**src/rtl/seq_alu_pkg.sv**
```systemverilog
`default_nettype none
// ============================================================================
//  Module      : seq_alu_pkg
//  Description : Shared opcode encodings and FSM state type for the
//                registered sequential ALU.
//  Revision    : 1.0 - initial release
// ============================================================================
package seq_alu_pkg;

   localparam logic [2:0] OP_ADD  = 3'b000;
   localparam logic [2:0] OP_AND  = 3'b001;
   localparam logic [2:0] OP_NOT  = 3'b010;
   localparam logic [2:0] OP_ZERO = 3'b011;
   localparam logic [2:0] OP_SUB  = 3'b100;
   localparam logic [2:0] OP_OR   = 3'b101;
   localparam logic [2:0] OP_XOR  = 3'b110;
   localparam logic [2:0] OP_MUL  = 3'b111;

   typedef enum logic [0:0] {
      S_IDLE = 1'b0,
      S_MUL  = 1'b1
   } state_t;

endpackage
`default_nettype wire

```
**src/rtl/seq_alu_if.sv**
```systemverilog
`default_nettype none
// ============================================================================
//  Module      : seq_alu_if
//  Description : Operand/opcode request and result/flag bundle of seq_alu.
//                master : drives IN1, IN2, CTRL, START; sees READY, DONE,
//                         OUT, CF, Z.
//                slave  : the ALU side of the same signals.
//  Revision    : 1.0 - initial release
// ============================================================================
interface seq_alu_if #(
   parameter int WIDTH = 8
);
   logic [WIDTH-1:0] IN1;
   logic [WIDTH-1:0] IN2;
   logic [2:0]       CTRL;
   logic             START;
   logic             READY;
   logic             DONE;
   logic [WIDTH-1:0] OUT;
   logic             CF;
   logic             Z;

   modport master (
      output IN1, IN2, CTRL, START,
      input  READY, DONE, OUT, CF, Z
   );

   modport slave (
      input  IN1, IN2, CTRL, START,
      output READY, DONE, OUT, CF, Z
   );
endinterface
`default_nettype wire

```
**src/rtl/seq_alu_mul.sv**
```systemverilog
`default_nettype none
// ============================================================================
//  Module      : seq_alu_mul
//  Description : Shift-add multiplier, one partial product per step, LSB of
//                the multiplier first.
//  Ports       : clk, rst        - clock, synchronous active-high reset
//                start           - latch operands, clear product
//                step            - perform one shift-add step
//                a, b            - multiplicand, multiplier
//                product_next    - product including the current step
//                last            - current step is the final one
//  Revision    : 1.0 - initial release
// ============================================================================
module seq_alu_mul #(
   parameter int WIDTH = 8
) (
   input  wire logic                 clk,
   input  wire logic                 rst,
   input  wire logic                 start,
   input  wire logic                 step,
   input  wire logic [WIDTH-1:0]     a,
   input  wire logic [WIDTH-1:0]     b,
   output logic      [2*WIDTH-1:0]   product_next,
   output logic                      last
);
   localparam int              CW       = (WIDTH > 1) ? $clog2(WIDTH) : 1;
   localparam logic [CW-1:0]   CNT_INIT = CW'(WIDTH - 1);

   logic [2*WIDTH-1:0] mcand_q, mcand_d;
   logic [WIDTH-1:0]   mplr_q,  mplr_d;
   logic [2*WIDTH-1:0] prod_q,  prod_d;
   logic [CW-1:0]      cnt_q,   cnt_d;

   // Exposing the post-step product lets the top capture the result on the
   // same edge as the final step instead of one cycle later.
   assign product_next = prod_q + (mplr_q[0] ? mcand_q : '0);
   assign last         = step && (cnt_q == '0);

   always_comb begin
      mcand_d = mcand_q;
      mplr_d  = mplr_q;
      prod_d  = prod_q;
      cnt_d   = cnt_q;
      if (start) begin
         mcand_d = {{WIDTH{1'b0}}, a};
         mplr_d  = b;
         prod_d  = '0;
         cnt_d   = CNT_INIT;
      end else if (step) begin
         prod_d  = product_next;
         mcand_d = mcand_q << 1;
         mplr_d  = mplr_q >> 1;
         cnt_d   = cnt_q - 1'b1;
      end
   end

   always_ff @(posedge clk) begin
      if (rst) begin
         mcand_q <= '0;
         mplr_q  <= '0;
         prod_q  <= '0;
         cnt_q   <= '0;
      end else begin
         mcand_q <= mcand_d;
         mplr_q  <= mplr_d;
         prod_q  <= prod_d;
         cnt_q   <= cnt_d;
      end
   end
endmodule
`default_nettype wire

```
**src/rtl/seq_alu.sv**
```systemverilog
`default_nettype none
// ============================================================================
//  Module      : seq_alu
//  Description : Registered WIDTH-bit ALU with START/READY/DONE handshake.
//                Seven single-cycle ops plus a WIDTH-step multiply.
//  Ports       : CLK  - clock
//                RST  - synchronous active-high reset
//                bus  - seq_alu_if.slave (IN1, IN2, CTRL, START in;
//                       READY, DONE, OUT, CF, Z out, all registered)
//  Revision    : 1.0 - initial release
// ============================================================================
module seq_alu
   import seq_alu_pkg::*;
#(
   parameter int WIDTH = 8
) (
   input  wire logic CLK,
   input  wire logic RST,
   seq_alu_if.slave  bus
);
   state_t           state_q, state_d;
   logic [WIDTH-1:0] out_q,   out_d;
   logic             cf_q,    cf_d;
   logic             z_q,     z_d;
   logic             done_q,  done_d;

   logic [WIDTH-1:0]   alu_res;
   logic               alu_cf;
   logic               mul_start;
   logic               mul_step;
   logic               mul_last;
   logic [2*WIDTH-1:0] mul_prod;

   assign mul_step = (state_q == S_MUL);

   seq_alu_mul #(.WIDTH(WIDTH)) u_mul (
      .clk          (CLK),
      .rst          (RST),
      .start        (mul_start),
      .step         (mul_step),
      .a            (bus.IN1),
      .b            (bus.IN2),
      .product_next (mul_prod),
      .last         (mul_last)
   );

   // Single-cycle result mux; the extra top bit of ADD/SUB is carry/borrow.
   always_comb begin
      alu_res = '0;
      alu_cf  = 1'b0;
      case (bus.CTRL)
         OP_ADD:  {alu_cf, alu_res} = {1'b0, bus.IN1} + {1'b0, bus.IN2};
         OP_SUB:  {alu_cf, alu_res} = {1'b0, bus.IN1} - {1'b0, bus.IN2};
         OP_AND:  alu_res = bus.IN1 & bus.IN2;
         OP_OR:   alu_res = bus.IN1 | bus.IN2;
         OP_XOR:  alu_res = bus.IN1 ^ bus.IN2;
         OP_NOT:  alu_res = ~bus.IN1;
         default: alu_res = '0;
      endcase
   end

   always_comb begin
      state_d   = state_q;
      out_d     = out_q;
      cf_d      = cf_q;
      z_d       = z_q;
      done_d    = 1'b0;
      mul_start = 1'b0;
      case (state_q)
         S_IDLE: begin
            if (bus.START) begin
               if (bus.CTRL == OP_MUL) begin
                  mul_start = 1'b1;
                  state_d   = S_MUL;
               end else begin
                  out_d  = alu_res;
                  cf_d   = alu_cf;
                  z_d    = (alu_res == '0);
                  done_d = 1'b1;
               end
            end
         end
         S_MUL: begin
            if (mul_last) begin
               out_d   = mul_prod[WIDTH-1:0];
               cf_d    = |mul_prod[2*WIDTH-1:WIDTH];
               z_d     = (mul_prod[WIDTH-1:0] == '0);
               done_d  = 1'b1;
               state_d = S_IDLE;
            end
         end
         default: state_d = S_IDLE;
      endcase
   end

   always_ff @(posedge CLK) begin
      if (RST) begin
         state_q <= S_IDLE;
         out_q   <= '0;
         cf_q    <= 1'b0;
         z_q     <= 1'b0;
         done_q  <= 1'b0;
      end else begin
         state_q <= state_d;
         out_q   <= out_d;
         cf_q    <= cf_d;
         z_q     <= z_d;
         done_q  <= done_d;
      end
   end

   assign bus.READY = (state_q == S_IDLE);
   assign bus.DONE  = done_q;
   assign bus.OUT   = out_q;
   assign bus.CF    = cf_q;
   assign bus.Z     = z_q;
endmodule
`default_nettype wire

```
**src/flat_wrapper.sv**
```systemverilog
// flat-port wrapper written by rule: the top's interface ports become plain ports
module seq_alu_flat import seq_alu_pkg::*;
#(
   parameter int WIDTH = 8
)
  (CLK, RST, bus_IN1, bus_IN2, bus_CTRL, bus_START, bus_READY, bus_DONE, bus_OUT, bus_CF, bus_Z);
  seq_alu_if #(.WIDTH(WIDTH)) bus_i ();
  input  wire logic CLK;
  input  wire logic RST;
  input wire logic [$bits(bus_i.IN1)-1:0] bus_IN1;
  input wire logic [$bits(bus_i.IN2)-1:0] bus_IN2;
  input wire logic [$bits(bus_i.CTRL)-1:0] bus_CTRL;
  input wire logic [$bits(bus_i.START)-1:0] bus_START;
  output wire logic [$bits(bus_i.READY)-1:0] bus_READY;
  output wire logic [$bits(bus_i.DONE)-1:0] bus_DONE;
  output wire logic [$bits(bus_i.OUT)-1:0] bus_OUT;
  output wire logic [$bits(bus_i.CF)-1:0] bus_CF;
  output wire logic [$bits(bus_i.Z)-1:0] bus_Z;
  assign bus_i.IN1 = bus_IN1;
  assign bus_i.IN2 = bus_IN2;
  assign bus_i.CTRL = bus_CTRL;
  assign bus_i.START = bus_START;
  assign bus_READY = bus_i.READY;
  assign bus_DONE = bus_i.DONE;
  assign bus_OUT = bus_i.OUT;
  assign bus_CF = bus_i.CF;
  assign bus_Z = bus_i.Z;
  seq_alu #(.WIDTH(WIDTH)) u_core (.CLK(CLK), .RST(RST), .bus(bus_i));
endmodule
```
**config.mk**
```make
export PLATFORM = sky130hd
export DESIGN_NAME = seq_alu_flat
export DESIGN_NICKNAME = d
export VERILOG_FILES = /design/src/rtl/seq_alu_pkg.sv /design/src/rtl/seq_alu_if.sv /design/src/rtl/seq_alu_mul.sv /design/src/rtl/seq_alu.sv /design/src/flat_wrapper.sv
export SDC_FILE = /design/constraint.sdc
export NUM_CORES = 1
export LEC_CHECK = 0
export ABC_AREA = 0
export CAP_MARGIN = 20
export CORE_ASPECT_RATIO = 1.75
export CORE_UTILIZATION = 59
export DETAILED_ROUTE_END_ITERATION = 7
export GPL_ROUTABILITY_DRIVEN = 0
export PLACE_DENSITY = 0.81
export SYNTH_ARGS = -nofsm -noshare
export SYNTH_HDL_FRONTEND = slang
export SYNTH_SLANG_ARGS = --single-unit
```
**constraint.sdc**
```tcl
create_clock -name CLK -period 3.9 [get_ports CLK]
set_input_delay 0.78 -clock CLK [delete_from_list [all_inputs] [get_ports CLK]]
set_output_delay 0.78 -clock CLK [all_outputs]
set_load 0.1 [all_outputs]
```
Word level (Yosys, flattened, before mapping). Index checks and enable logic that the tools add are counted.

Add/subtract/negate cells: 4. Multiply operators: 0. Divide/modulo/power cells: 0. $lt $le $gt $ge: 0. Equal/unequal tests: 9. Shifts and indexed selects: 0. Muxes and demuxes: 30. Bitwise gates (word level): 5. Reduce and logical (&&, ||, !) cells: 9.

Operators with widths (number): 8-bit 2-to-1 mux (7); 8-bit one-hot mux with 6 select lines (1); 16-bit adder (1); 8-bit zero test (2); 16-bit 2-to-1 mux (1); 8-bit one-hot mux with 2 select lines (1); 1-bit 2-to-1 mux (13); 3-bit equality test (second input constant) (4); 1-bit one-hot mux with 2 select lines (5); 8-bit by 8-bit adder with 9-bit output (1); 8-bit by 8-bit subtractor with 9-bit output (1); 8-bit AND (1); 8-bit NOT (1); 8-bit OR (1); 8-bit OR reduction (1); 8-bit bitwise XOR (1); 3-bit zero test (2); 3-bit 2-to-1 mux (2); 2-bit inequality test (second input constant) (3); 3-bit by 1-bit equality test with 1-bit output (second input constant) (1); 3-bit by 2-bit equality test with 1-bit output (second input constant) (1); 3-bit AND reduction (1); 3-bit by 1-bit subtractor with 3-bit output (second input constant) (1); 2-bit nonzero test (1); other kinds (3) (3).

Register bits: 55. Latch bits: 0. RAM bits: 0. Bits in read-only memories: 0. Input bits: 22. Output and inout port bits: 12. Memories: 0.

Longest topological paths before layout.
Depth after elaboration: 6. Gate-level depth with buffers: 12.

Hierarchy. A second synthesis with hierarchy kept.

Cell total of the unflattened synthesis: 586. Area total of the unflattened synthesis: 4609.4 um^2.

Modules (own cells, without submodules): seq_alu_mul (times used 1, cells each 317, area an instance 2655.0 um^2, seq. area each 860.8 um^2); seq_alu (times used 1, cells each 269, area an instance 1954.4 um^2, seq. area each 240.2 um^2).

Worst setup path before layout. No wires, ideal clock.

Path kind: input port to flip-flop. Start point: input bus_IN1[1]. End point: register u_core.out_q[7] (netlist: u_core.bus.OUT[7]). Setup time: 71 ps. Arrival time: 2807 ps. Required time: 3829 ps. Path slack: 1022 ps. Stages: 10. Buffers on the path: 0. Path through: inv_1 > ha_1 > a21o_1 > a211o_1 > a2111oi_2 > nor3_1 > o41a_1 > o311a_1 > a211o_1 > a21oi_1.

Cells in the longest elaborated chain, start to end: 5. Elaborated cells on any way between the ends: 6. Those cells by class: 2 x add/sub; 4 x mux.

Ends and longest elaborated chain: start: declaration (line flat_wrapper.sv:10) `input wire logic [$bits(bus_i.IN1)-1:0] bus_IN1;`; 8-bit by 8-bit subtractor with 9-bit output / 8-bit by 8-bit adder with 9-bit output (equally long branches) (line seq_alu.sv:53, seq_alu.sv:52); 8-bit one-hot mux with 6 select lines (*) (line seq_alu.sv:51) `case (bus.CTRL)`; 8-bit 2-to-1 mux (*) (line seq_alu.sv:72) `if (bus.CTRL == OP_MUL) begin`; 8-bit 2-to-1 mux (*) (line seq_alu.sv:71) `if (bus.START) begin`; 8-bit one-hot mux with 2 select lines (*) (line seq_alu.sv:69) `case (state_q)`; end signal: assignment (line seq_alu.sv:105) `out_q <= out_d;`; end: declaration (line seq_alu.sv:22) `logic [WIDTH-1:0] out_q, out_d;`.

Mark *: on every way between the ends. The rest lies on a longest branch, timed or not. The select of a mux whose other input is x is not followed. A chain may end at the register's enable or synchronous reset.

Worst setup path after layout.
Start point: input bus_IN2[1]. End point: register u_core.out_q[7] (netlist: u_core.bus.OUT[7]).

Cells in the longest elaborated chain, start to end: 5. Elaborated cells on any way between the ends: 6. Those cells by class: 2 x add/sub; 4 x mux.

Ends and longest elaborated chain: start: declaration (line flat_wrapper.sv:11) `input wire logic [$bits(bus_i.IN2)-1:0] bus_IN2;`; 8-bit by 8-bit subtractor with 9-bit output / 8-bit by 8-bit adder with 9-bit output (equally long branches) (line seq_alu.sv:53, seq_alu.sv:52); 8-bit one-hot mux with 6 select lines (*) (line seq_alu.sv:51); 8-bit 2-to-1 mux (*) (line seq_alu.sv:72); 8-bit 2-to-1 mux (*) (line seq_alu.sv:71); 8-bit one-hot mux with 2 select lines (*) (line seq_alu.sv:69).

Marked as above.

==> flow_summary.yaml <==
worst_setup_path:
  critical-path-top-delay-family: "compound AO/OA/AOI/OAI gates"
  cp_slowest_stage_delay_ns: 0.59
  r2r_slack_ns: 0.65
  path_max_fanout: 4
  reg2reg_from: "u_core.u_mul.mplr_q[0]"
  critical-path-slowest-cell: "clkdlybuf4s50_1"
  start_kind: "input pin"
  cp-startpoint: "bus_IN2[1]"
  cpMostUsedCell: "a211o_1"
  critPathRequiredTime_ns: 4.14
  crit_chain: "clkdlybuf4s50_1, inv_1, ha_1, a21o_1, a211o_1, a2111oi_2, nor3_1, o41a_1, o311a_1, a211o_1, a21oi_1"
  critPathBufInv: 2
  reg2reg_to: "u_core.bus.CF"
  crit_arrival_ns: 3.63
  cp-endpoint: "u_core.bus.OUT[7]"
  critPathCaptureType: "register"
  critPathKind: "in -> reg"
  path_depth: 11
  r2r_cells: 11
timing:
  finalCritPeriodShare_pct: 86.9
  period_minus_slack_ns: 3.39
  hold_violations: 0
  fmax_mhz: 295
  slew-limit-headroom_pct: 33.9
  rsz0062_at_grt: "no"
  skew_ns: 0.0108
  worst_pin_slew_ns: 0.989
  fin_setup_tns_ns: 0
  slew_viol_final: 0
  setup_viol: 0
logic_synthesis:
  ys_types: 63
  synth_top_family_by_area: "compound AO/OA/AOI/OAI gates"
  synth_seq_cells: 55
  seq_area_frac_synth_pct: 26.8
  synthAdderAreaFrac_pct: 14.2
  syn_inst: 528
  async_flop_share_pct: 0
  synth_mux_area_share_pct: 5.38
  synth_ff_type: "dfxtp_1"
  syn_area_per_cell_sq_um: 7.79
  syn_area_sq_mm: 0.00411
  synth-edff-count: 0
  syn_nets: 595
  synthSimpleGateAreaFrac_pct: 19.8
  yosysWarnings: 0
  yosys.area_share.xor_xnor_pct: 3.62
  synth_compound_area_share_pct: 24.8
placement:
  placedCellCount: 619
  hpwl_microns: 7790
  port_buffers: 33
detailed_routing:
  num_vias: 3881
  vias_per_cell: 6.19
  met2_length_microns: 5610
  wl_met3_microns: 349
  wl_microns: 10500
  drt_iter0_drc: 300
  ant_nets: 0
  drt-pass1-iter-count: 8
  wl_met1_microns: 4030
  wl_per_cell_microns: 16.7
  drc: 0
  top_layer_used: "met4"
final_layout:
  instances_no_fill: 627
  area_growth_pct: 12.5
  num-nets-final: 611
  final_core_util_pct: 69.8
  drive_gt1_share_pct: 4.77
  antenna_cells: 0
cts:
  path_clk_slew_ns: 0.08
  clock_latency_ns: 0.30
  cts.sinks: 55
  tritoncts.num_buffers: 5
  root_buffer: "clkbuf_16"
  postCtsSetupRepairBufs: 0
  post_cts_resized: 0
  postCtsHoldBufs: 0
  cts_max_path_buffers: 2
  cts_max_level: 2
  cts_tree: "yes"
power_and_ir_drop:
  leakagePower_nw: 1.92
  power_per_cell_area_mw_per_mm2: 300
  max-vdd-ir-drop_uv: 293
global_route:
  grt_start_max_net_pins: 70
  grt-ovfl-total: 0
  grt_usage_pct: 29.2
  antenna_found_initial: 0
  grt_pass1_wl_microns: 16800
  grt_pass1_vias: 3741
floorplan:
  initial_core_util_pct: 62.0
  fp.coreArea_sq_mm: 0.00664
  die_area_sq_mm: 0.00732
  die_h_microns: 112
  ios: 34
  num_rows: 39
  die_w_microns: 65.1
hold_path:
  hold_class: "reg -> reg"
run:
  maxCapViolations: 0
run_status:
  outcome: "complete, no violations"
==> layer usage <==
layer / vias up / GRT usage, %
li1: 1896 / -
met4: 0 / 16.8
met3: 39 / 3.05
met1: 1824 / 30.0
met5: - / 0
met2: 122 / 55.0
==> cells in the mapped netlist (9+ instances only) <==
library cell	number	area (sq um)
nor2_1	90	338
xnor2_1	14	123
mux2i_1	21	210
o21ai_0	15	75.1
inv_1	25	93.8
nor3_1	14	70.1
and2_1	18	113
a211oi_1	9	67.6
a21oi_1	65	325
clkbuf_1	24	90.1
dfxtp_1	55	1100
ha_1	42	526
nand2_1	25	93.8
==> per-stage QoR <==
| step | power [mW] | area (sq um) | setup WS, ns | hold WS, ns |
|---|---|---|---|---|
| after CTS | 1.39 | 4630 | 0.521 | 0.466 |
| final | 1.39 | 4630 | 0.510 | 0.478 |
| after floorplan | 0.853 | 4110 | 1.02 | 0.450 |
| after global placement | 0.945 | 4490 | 0.300 | 0.455 |
| after global routing | 1.44 | 4630 | 0.370 | 0.491 |
| after detailed placement | 0.953 | 4490 | 0.218 | 0.457 |
==> power breakdown <==
group | total, mW | switching, mW | leakage (nW) | internal, mW
Clock | 0.441 | 0.203 | 0.0669 | 0.238
Combinational | 0.356 | 0.229 | 1.40 | 0.127
Sequential | 0.592 | 0.0128 | 0.446 | 0.579
==> tightest hold or removal path: stages, from the launching register on <==
cell and delay [ns]:
dfxtp_1 0.31, nand2_1 0.06, a21oi_1 0.06
==> worst min-delay path by stage <==
| stage | end | start | cells past startpoint |
|---|---|---|---|
| after global placement | u_core.bus.OUT[3] | u_core.bus.OUT[3] | 2 |
| after global routing | u_core.bus.OUT[6] | u_core.bus.OUT[6] | 2 |
| after floorplan | u_core.u_mul.prod_q[3] | u_core.u_mul.prod_q[3] | 2 |
| after detailed placement | u_core.bus.OUT[6] | u_core.bus.OUT[6] | 2 |
| after CTS | u_core.bus.OUT[6] | u_core.bus.OUT[6] | 2 |
| final | u_core.bus.OUT[6] | u_core.bus.OUT[6] | 2 |
==> placed cells by master, fill, tap and decap left out, types with 4 or more instances in the layout <==
cell type	count
o22ai_1	6
buf_4	7
o21ai_0	15
o211ai_1	4
nand2b_1	5
o221ai_1	4
nand2_1	25
nor2b_1	6
nor2_1	90
a31oi_1	4
nor3_1	14
dfxtp_1	54
clkbuf_16	5
a211oi_1	9
nand3_1	5
mux2i_1	21
inv_1	25
ha_1	42
clkdlybuf4s50_1	32
xnor2_1	14
and2_1	18
o21bai_1	6
o21a_1	4
a21oi_1	65
a21o_1	6
==> kinds of logic (layout without fill, tap and decap cells) <==
group | Yosys count | after routing
flip-flops | 55 | 55
multiplexers | 22 | 22
AO/OA/AOI/OAI | 154 | 154
AND/OR/NAND/NOR | 178 | 178
adder cells (fa/ha/maj) | 45 | 45
buffers and inverters | 57 | 74
XOR/XNOR | 17 | 17
==> area by class of cell <==
class / count / area (sq um)
Sequential cell: 55 / 1100
Clock buffer: 6 / 129
Clock inverter: 2 / 12.5
Tap cell: 82 / 103
Timing Repair Buffer: 40 / 393
Multi-Input combinational cell: 416 / 2790
Inverter: 26 / 97.6
Fill cell: 598 / 2010
==> flip-flops by register name (all words and copies together), names as in the netlist <==
register and flops:
u_core.bus.Z 1, u_core.bus.OUT 8, u_core.u_mul.cnt_q 3, u_core.bus.CF 1, u_core.u_mul.mplr_q 8, u_core.bus.DONE 1, u_core.u_mul.mcand_q 16, u_core.u_mul.prod_q 16
u_core.mul_step 1
No activity file was read; power rests on OpenSTA's default activity.
